--- config.mk ---
export PLATFORM = sky130hd
export DESIGN_NAME = pfb_deadlock_report_scheduler
export DESIGN_NICKNAME = d
export VERILOG_FILES = /design/src/rtl/pfb_deadlock_pkg.sv /design/src/rtl/pfb_deadlock_debounce_ch.sv /design/src/rtl/pfb_deadlock_report_scheduler.sv
export SDC_FILE = /design/constraint.sdc
export NUM_CORES = 1
export LEC_CHECK = 0
export ABC_AREA = 0
export CAP_MARGIN = 20
export CORE_ASPECT_RATIO = 1.2
export CORE_MARGIN = 3
export CORE_UTILIZATION = 65
export CTS_BUF_LIST = sky130_fd_sc_hd__clkbuf_16
export DETAILED_ROUTE_END_ITERATION = 10
export PLACE_DENSITY_LB_ADDON = 0.2
export SLEW_MARGIN = 30
export SYNTH_ARGS = -nofsm -noshare
export SYNTH_HDL_FRONTEND = slang
export SYNTH_SLANG_ARGS = --single-unit
--- constraint.sdc ---
create_clock -name clock -period 8.9 [get_ports clock]
set_input_delay 0.89 -clock clock [delete_from_list [all_inputs] [get_ports clock]]
set_output_delay 0.89 -clock clock [all_outputs]
set_load 0.005 [all_outputs]
--- src/rtl/pfb_deadlock_pkg.sv ---
// rtl/pfb_deadlock_pkg.sv - shared types and constants for the deadlock report scheduler
package pfb_deadlock_pkg;

    typedef enum logic [1:0] {
        IDLE  = 2'd0,
        SCAN  = 2'd1,
        OFFER = 2'd2
    } state_t;

    localparam int RPT_CNT_W = 8;

    function automatic int clog2(input int value);
        int r;
        r = 0;
        while ((1 << r) < value) r++;
        return (r < 1) ? 1 : r;
    endfunction

endpackage

--- src/rtl/pfb_deadlock_debounce_ch.sv ---
// rtl/pfb_deadlock_debounce_ch.sv - per-channel block debounce counter with confirmation pulse
module pfb_deadlock_debounce_ch #(
    parameter int DEBOUNCE = 16
) (
    input  logic clock,
    input  logic reset,
    input  logic block,
    input  logic enable,
    output logic confirm
);

    logic [7:0] count;

    // Fires only on the DEBOUNCE-1 -> DEBOUNCE step, so a saturated counter stays quiet.
    assign confirm = block && enable && (count == 8'(DEBOUNCE - 1));

    always_ff @(posedge clock) begin
        if (reset || !block || !enable) begin
            count <= '0;
        end else if (count != 8'(DEBOUNCE)) begin
            count <= count + 8'd1;
        end
    end

endmodule

--- src/rtl/pfb_deadlock_report_scheduler.sv ---
// rtl/pfb_deadlock_report_scheduler.sv - round-robin deadlock report scheduler; PFB_DEADLOCK_SNAPSHOT_EN adds snap
module pfb_deadlock_report_scheduler
    import pfb_deadlock_pkg::*;
#(
    parameter int NUM_MON  = 8,
    parameter int DEBOUNCE = 16,
    localparam int IDX_W   = clog2(NUM_MON)
) (
    input  logic                 clock,
    input  logic                 reset,
    input  logic [NUM_MON-1:0]   mon_block,
    input  logic                 enable,
    input  logic                 clear,
    output logic                 rpt_valid,
    input  logic                 rpt_ready,
    output logic [IDX_W-1:0]     rpt_idx,
    output logic [RPT_CNT_W-1:0] rpt_count,
    output logic                 deadlock
`ifdef PFB_DEADLOCK_SNAPSHOT_EN
    ,
    output logic [NUM_MON-1:0]   snap
`endif
);

    state_t               state;
    state_t               state_next;
    logic [NUM_MON-1:0]   pending;
    logic [NUM_MON-1:0]   confirm;
    logic [NUM_MON-1:0]   hs_mask;
    logic [IDX_W-1:0]     rr_ptr;
    logic [IDX_W-1:0]     next_ptr;
    logic [IDX_W-1:0]     win_idx;
    logic [IDX_W-1:0]     scan_idx;
    logic                 win_found;
    logic                 handshake;

    for (genvar i = 0; i < NUM_MON; i++) begin : g_ch
        pfb_deadlock_debounce_ch #(
            .DEBOUNCE(DEBOUNCE)
        ) u_ch (
            .clock   (clock),
            .reset   (reset),
            .block   (mon_block[i]),
            .enable  (enable),
            .confirm (confirm[i])
        );
    end

    assign rpt_valid = (state == OFFER);
    assign handshake = rpt_valid && rpt_ready;
    assign hs_mask   = handshake ? (NUM_MON'(1) << rpt_idx) : '0;
    assign next_ptr  = (rpt_idx == IDX_W'(NUM_MON - 1)) ? '0 : rpt_idx + IDX_W'(1);

    // Round-robin search upward from rr_ptr, wrapping at the last channel.
    always_comb begin
        win_found = 1'b0;
        win_idx   = '0;
        scan_idx  = rr_ptr;
        for (int k = 0; k < NUM_MON; k++) begin
            if (!win_found && pending[scan_idx]) begin
                win_found = 1'b1;
                win_idx   = scan_idx;
            end
            scan_idx = (scan_idx == IDX_W'(NUM_MON - 1)) ? '0 : scan_idx + IDX_W'(1);
        end
    end

    always_ff @(posedge clock) begin
        if (reset) state <= IDLE;
        else       state <= state_next;
    end

    // An offer, once made, only ends on a handshake (or reset).
    always_comb begin
        state_next = state;
        case (state)
            IDLE:    if (enable) state_next = SCAN;
            SCAN:    begin
                if (!enable)                  state_next = IDLE;
                else if (win_found && !clear) state_next = OFFER;
            end
            OFFER:   if (rpt_ready) state_next = enable ? SCAN : IDLE;
            default: state_next = IDLE;
        endcase
    end

    always_ff @(posedge clock) begin
        if (reset) begin
            rpt_idx   <= '0;
            rpt_count <= '0;
            rr_ptr    <= '0;
            pending   <= '0;
            deadlock  <= 1'b0;
        end else begin
            if (state == SCAN && state_next == OFFER) rpt_idx <= win_idx;
            if (clear) begin
                rpt_count <= '0;
                rr_ptr    <= '0;
                pending   <= '0;
                deadlock  <= 1'b0;
            end else begin
                if (handshake) begin
                    rr_ptr <= next_ptr;
                    if (rpt_count != '1) rpt_count <= rpt_count + 1'b1;
                end
                // A confirmation landing on the handshake edge keeps its pending bit.
                pending  <= (pending & ~hs_mask) | confirm;
                deadlock <= deadlock | (|confirm);
            end
        end
    end

`ifdef PFB_DEADLOCK_SNAPSHOT_EN
    always_ff @(posedge clock) begin
        if (reset || clear)               snap <= '0;
        else if (!deadlock && |confirm)   snap <= mon_block;
    end
`endif

endmodule

==> summary.txt <==
Clock tree
  • CTS tree: yes
  • Root Buffer: clkbuf_16
  • CTS Buffer Depth: 2
  • Setup repair bufs after CTS: 0
  • Num CTS Buffers: 9
  • CTS Hold Bufs: 0
  • Clock sink count: 89
  • Htree depth: 3
  • Clock slew at reported path FFs: 0.07 ns
  • Clock Latency Late Sink: 0.33 ns
  • Post_cts resized: 0

GRT
  • Initial antenna violation count: 0
  • Pin count of the biggest net entering global routing: 21
  • Total GRT Usage: 24.5%
  • Global route overflow: 0
  • First-pass GRT wire length: 17.7 mm
  • Vias in the first global route: 4098

Place
  • Final HPWL DP: 7.75 mm
  • Dpl cell area: 5290 um^2
  • Gp weighted congestion: 0.990
  • I/O Buffers: 25

Logic synthesis
  • EDFF count, synth: 0
  • Number of synthesized register bits: 89
  • Syn_nets: 629
  • Post-synth top area share: 35.5%
  • Post-synth cell types: 56
  • Async set or reset register ratio after synthesis: 0%
  • Synthesized area: 5020 um^2
  • Main synth FF type: dfxtp_1
  • Top cells by area, synth: dfxtp_1, nor2_1, ha_1
  • Leading area contributor after synthesis: dfxtp_1
  • Cells after synthesis: 589
  • Syn avg cell area: 8.52 um^2
  • Seq/Total Area, Yosys: 35.5%
  • Yosys warnings: 0

Floorplanning
  • Die area: 8820 um^2
  • Die width: 86.2 um
  • Die height: 102 um
  • Top Ports: 26
  • Core Region: 7360 um^2
  • Initial core utilization: 68.2%
  • Std cell rows: 34

Cells and area
  • Fin area: 5590 um^2
  • Diodes inserted: 0
  • Fillers: 538
  • Share of cells above drive strength 1: 6.47%
  • Fin nets: 653
  • P&R area growth vs syn: 11.3%
  • FF+latch area: 1780 um^2
  • Area of the multi-input gates: 3020 um^2

STA
  • Worst hold slack: 0.507 ns
  • Skew final: 0.00617 ns
  • RSZ-0062 raised after global routing: false
  • Worst Tran Pin Value: 0.661 ns
  • Total negative setup slack: 0 ns
  • Max transition margin: 55.6%
  • Fin. Hold Viols: 0
  • Final Slew Violations: 0
  • Crit share post-route: 48.0%
  • Final setup fails: 0
  • Fmax achieved: 0.234 GHz
  • Period minus WS final: 4.28 ns

Critical path
  • Worst Setup Start Kind: flop
  • R2R Setup Slk: 4.62 ns
  • FF-to-FF End: rpt_idx[2]$_SDFFE_PP0P_
  • Critical Path AT: 4.50 ns
  • Reg-to-reg startpoint: rr_ptr[0]$_SDFFE_PP0P_
  • Worst Setup End Kind: flop
  • CP max FO: 13
  • Reg2Reg Depth: 12
  • Critical path class: reg2reg
  • Critical path data required time: 9.12 ns

Min path
  • Worst hold endpoint: rpt_count[5]$_SDFFE_PP0P_
  • Hold path depth: 2
  • Worst min path class: reg2reg
  • Worst Min Path Start: rpt_count[5]$_SDFFE_PP0P_

Drt
  • Via count: 4250
  • Drt first pass iters: 5
  • Initial detailed-routing violation count: 190
  • Residual DRC: 0
  • Detail Route Antenna Nets: 0
  • Via-to-Cell Ratio: 6.00
  • Post-Route WL: 10.5 mm
  • Avg WL per Cell: 14.9 um

Power
  • Power Density: 143 nW/um^2
  • Maximum vdd ir drop: 144 uV
  • Leak: 2.04 nW

Run
  • Maxcap violations: 0

Outcome
  • Status: finished, final reports clean
## final cells by class
type,count,area share (%)
multi-input combinational,456,54.1
sequential,89,31.9
inverter,31,2.08
clock buffer,9,4.03
clock inverter,7,1.25
tap,90,2.02
timing repair buffer,26,4.61
## routing by layer
metal	track usage [%]	share of wire (%)
met5	0	0
met4	11.0	2.7
met3	4.68	4.1
met2	43.3	50
met1	28.8	43
## worst max-delay path: stages (launching register included)
cell	delay (ns)
dfxtp_1	0.59
ha_1	0.24
ha_1	0.23
or2_1	0.49
ha_1	0.57
mux2_2	0.41
mux2_2	0.27
mux2i_1	0.20
nand4_2	0.23
a211oi_2	0.28
a211o_1	0.21
a211oi_1	0.08
a2111oi_1	0.35
## state kept, by name, indices dropped and copies added (netlist names)
| register | flops |
|---|---|
| rpt_count | 8 |
| pending | 8 |
| g_ch.u_ch.count | 64 |
| rpt_idx | 3 |
| state | 2 |
| rr_ptr | 3 |
| deadlock | 1 |
## metrics by stage
stage / power [mW] / instances / worst slack [ns] / utilization [%]
floorplan: 0.424 / 589 / 5.31 / -
finish: 0.799 / 708 / 4.62 / 75.9
detailed placement: 0.435 / 692 / 4.71 / 71.9
global placement: 0.434 / 692 / 4.84 / 71.9
CTS: 0.802 / 708 / 4.69 / 75.9
global route: 0.821 / 708 / 4.20 / 75.9
## placed cells by master (no fill, tap or decap), types with 3 or more instances in the layout
cell type,count
nand2_1,53
and3_1,12
o211ai_1,3
nor2_1,105
nand4_1,14
clkdlybuf4s50_1,25
mux2_2,9
xnor2_1,35
nor3_1,17
mux2i_1,14
dfxtp_1,89
a211oi_1,9
nand2b_1,6
clkbuf_16,9
mux4_2,6
a21oi_1,23
nor2b_1,6
inv_1,29
and2_1,3
xor2_1,28
ha_1,27
o21ai_0,5
clkinvlp_4,3
nand3_1,45
## synthesized netlist by cell type, types with 14 or more instances
| cell | count |
|---|---|
| nor2_1 | 105 |
| xor2_1 | 28 |
| mux2i_1 | 14 |
| nand2_1 | 53 |
| nand3_1 | 45 |
| a21oi_1 | 23 |
| ha_1 | 27 |
| dfxtp_1 | 89 |
| inv_1 | 29 |
| nor3_1 | 17 |
| xnor2_1 | 35 |
| nand4_1 | 14 |
## report_power, final
group,internal (mW),switching [mW],total [mW]
sequential,0.400,0.00228,0.403
combinational,0.0103,0.0136,0.0239
clock,0.217,0.156,0.373
## worst max-delay path by stage
stage	from	end	slack, ns
6_report	rr_ptr[0]$_SDFFE_PP0P_	rpt_idx[2]$_SDFFE_PP0P_	4.62
5_1_grt	rr_ptr[0]$_SDFFE_PP0P_	rpt_idx[2]$_SDFFE_PP0P_	4.20
4_1_cts	rr_ptr[0]$_SDFFE_PP0P_	rpt_idx[2]$_SDFFE_PP0P_	4.69
3_5_place_dp	rr_ptr[0]$_SDFFE_PP0P_	rpt_idx[2]$_SDFFE_PP0P_	4.71
3_3_place_gp	rr_ptr[0]$_SDFFE_PP0P_	rpt_idx[2]$_SDFFE_PP0P_	4.84
2_1_floorplan	rr_ptr[0]$_SDFFE_PP0P_	rpt_idx[2]$_SDFFE_PP0P_	5.31
## cell families (layout without fill, tap and decap cells)
group	count (synthesis)	after routing	synth area share [%]
AND/OR/NAND/NOR	273	273	25.2
flip-flops	89	89	35.5
XOR/XNOR	64	64	11.5
AO/OA/AOI/OAI	61	61	8.33
buffers and inverters	44	73	4.26
multiplexers	31	31	8.55
adder cells (fa/ha/maj)	27	27	6.73
Power figures use the tool's default switching activity.
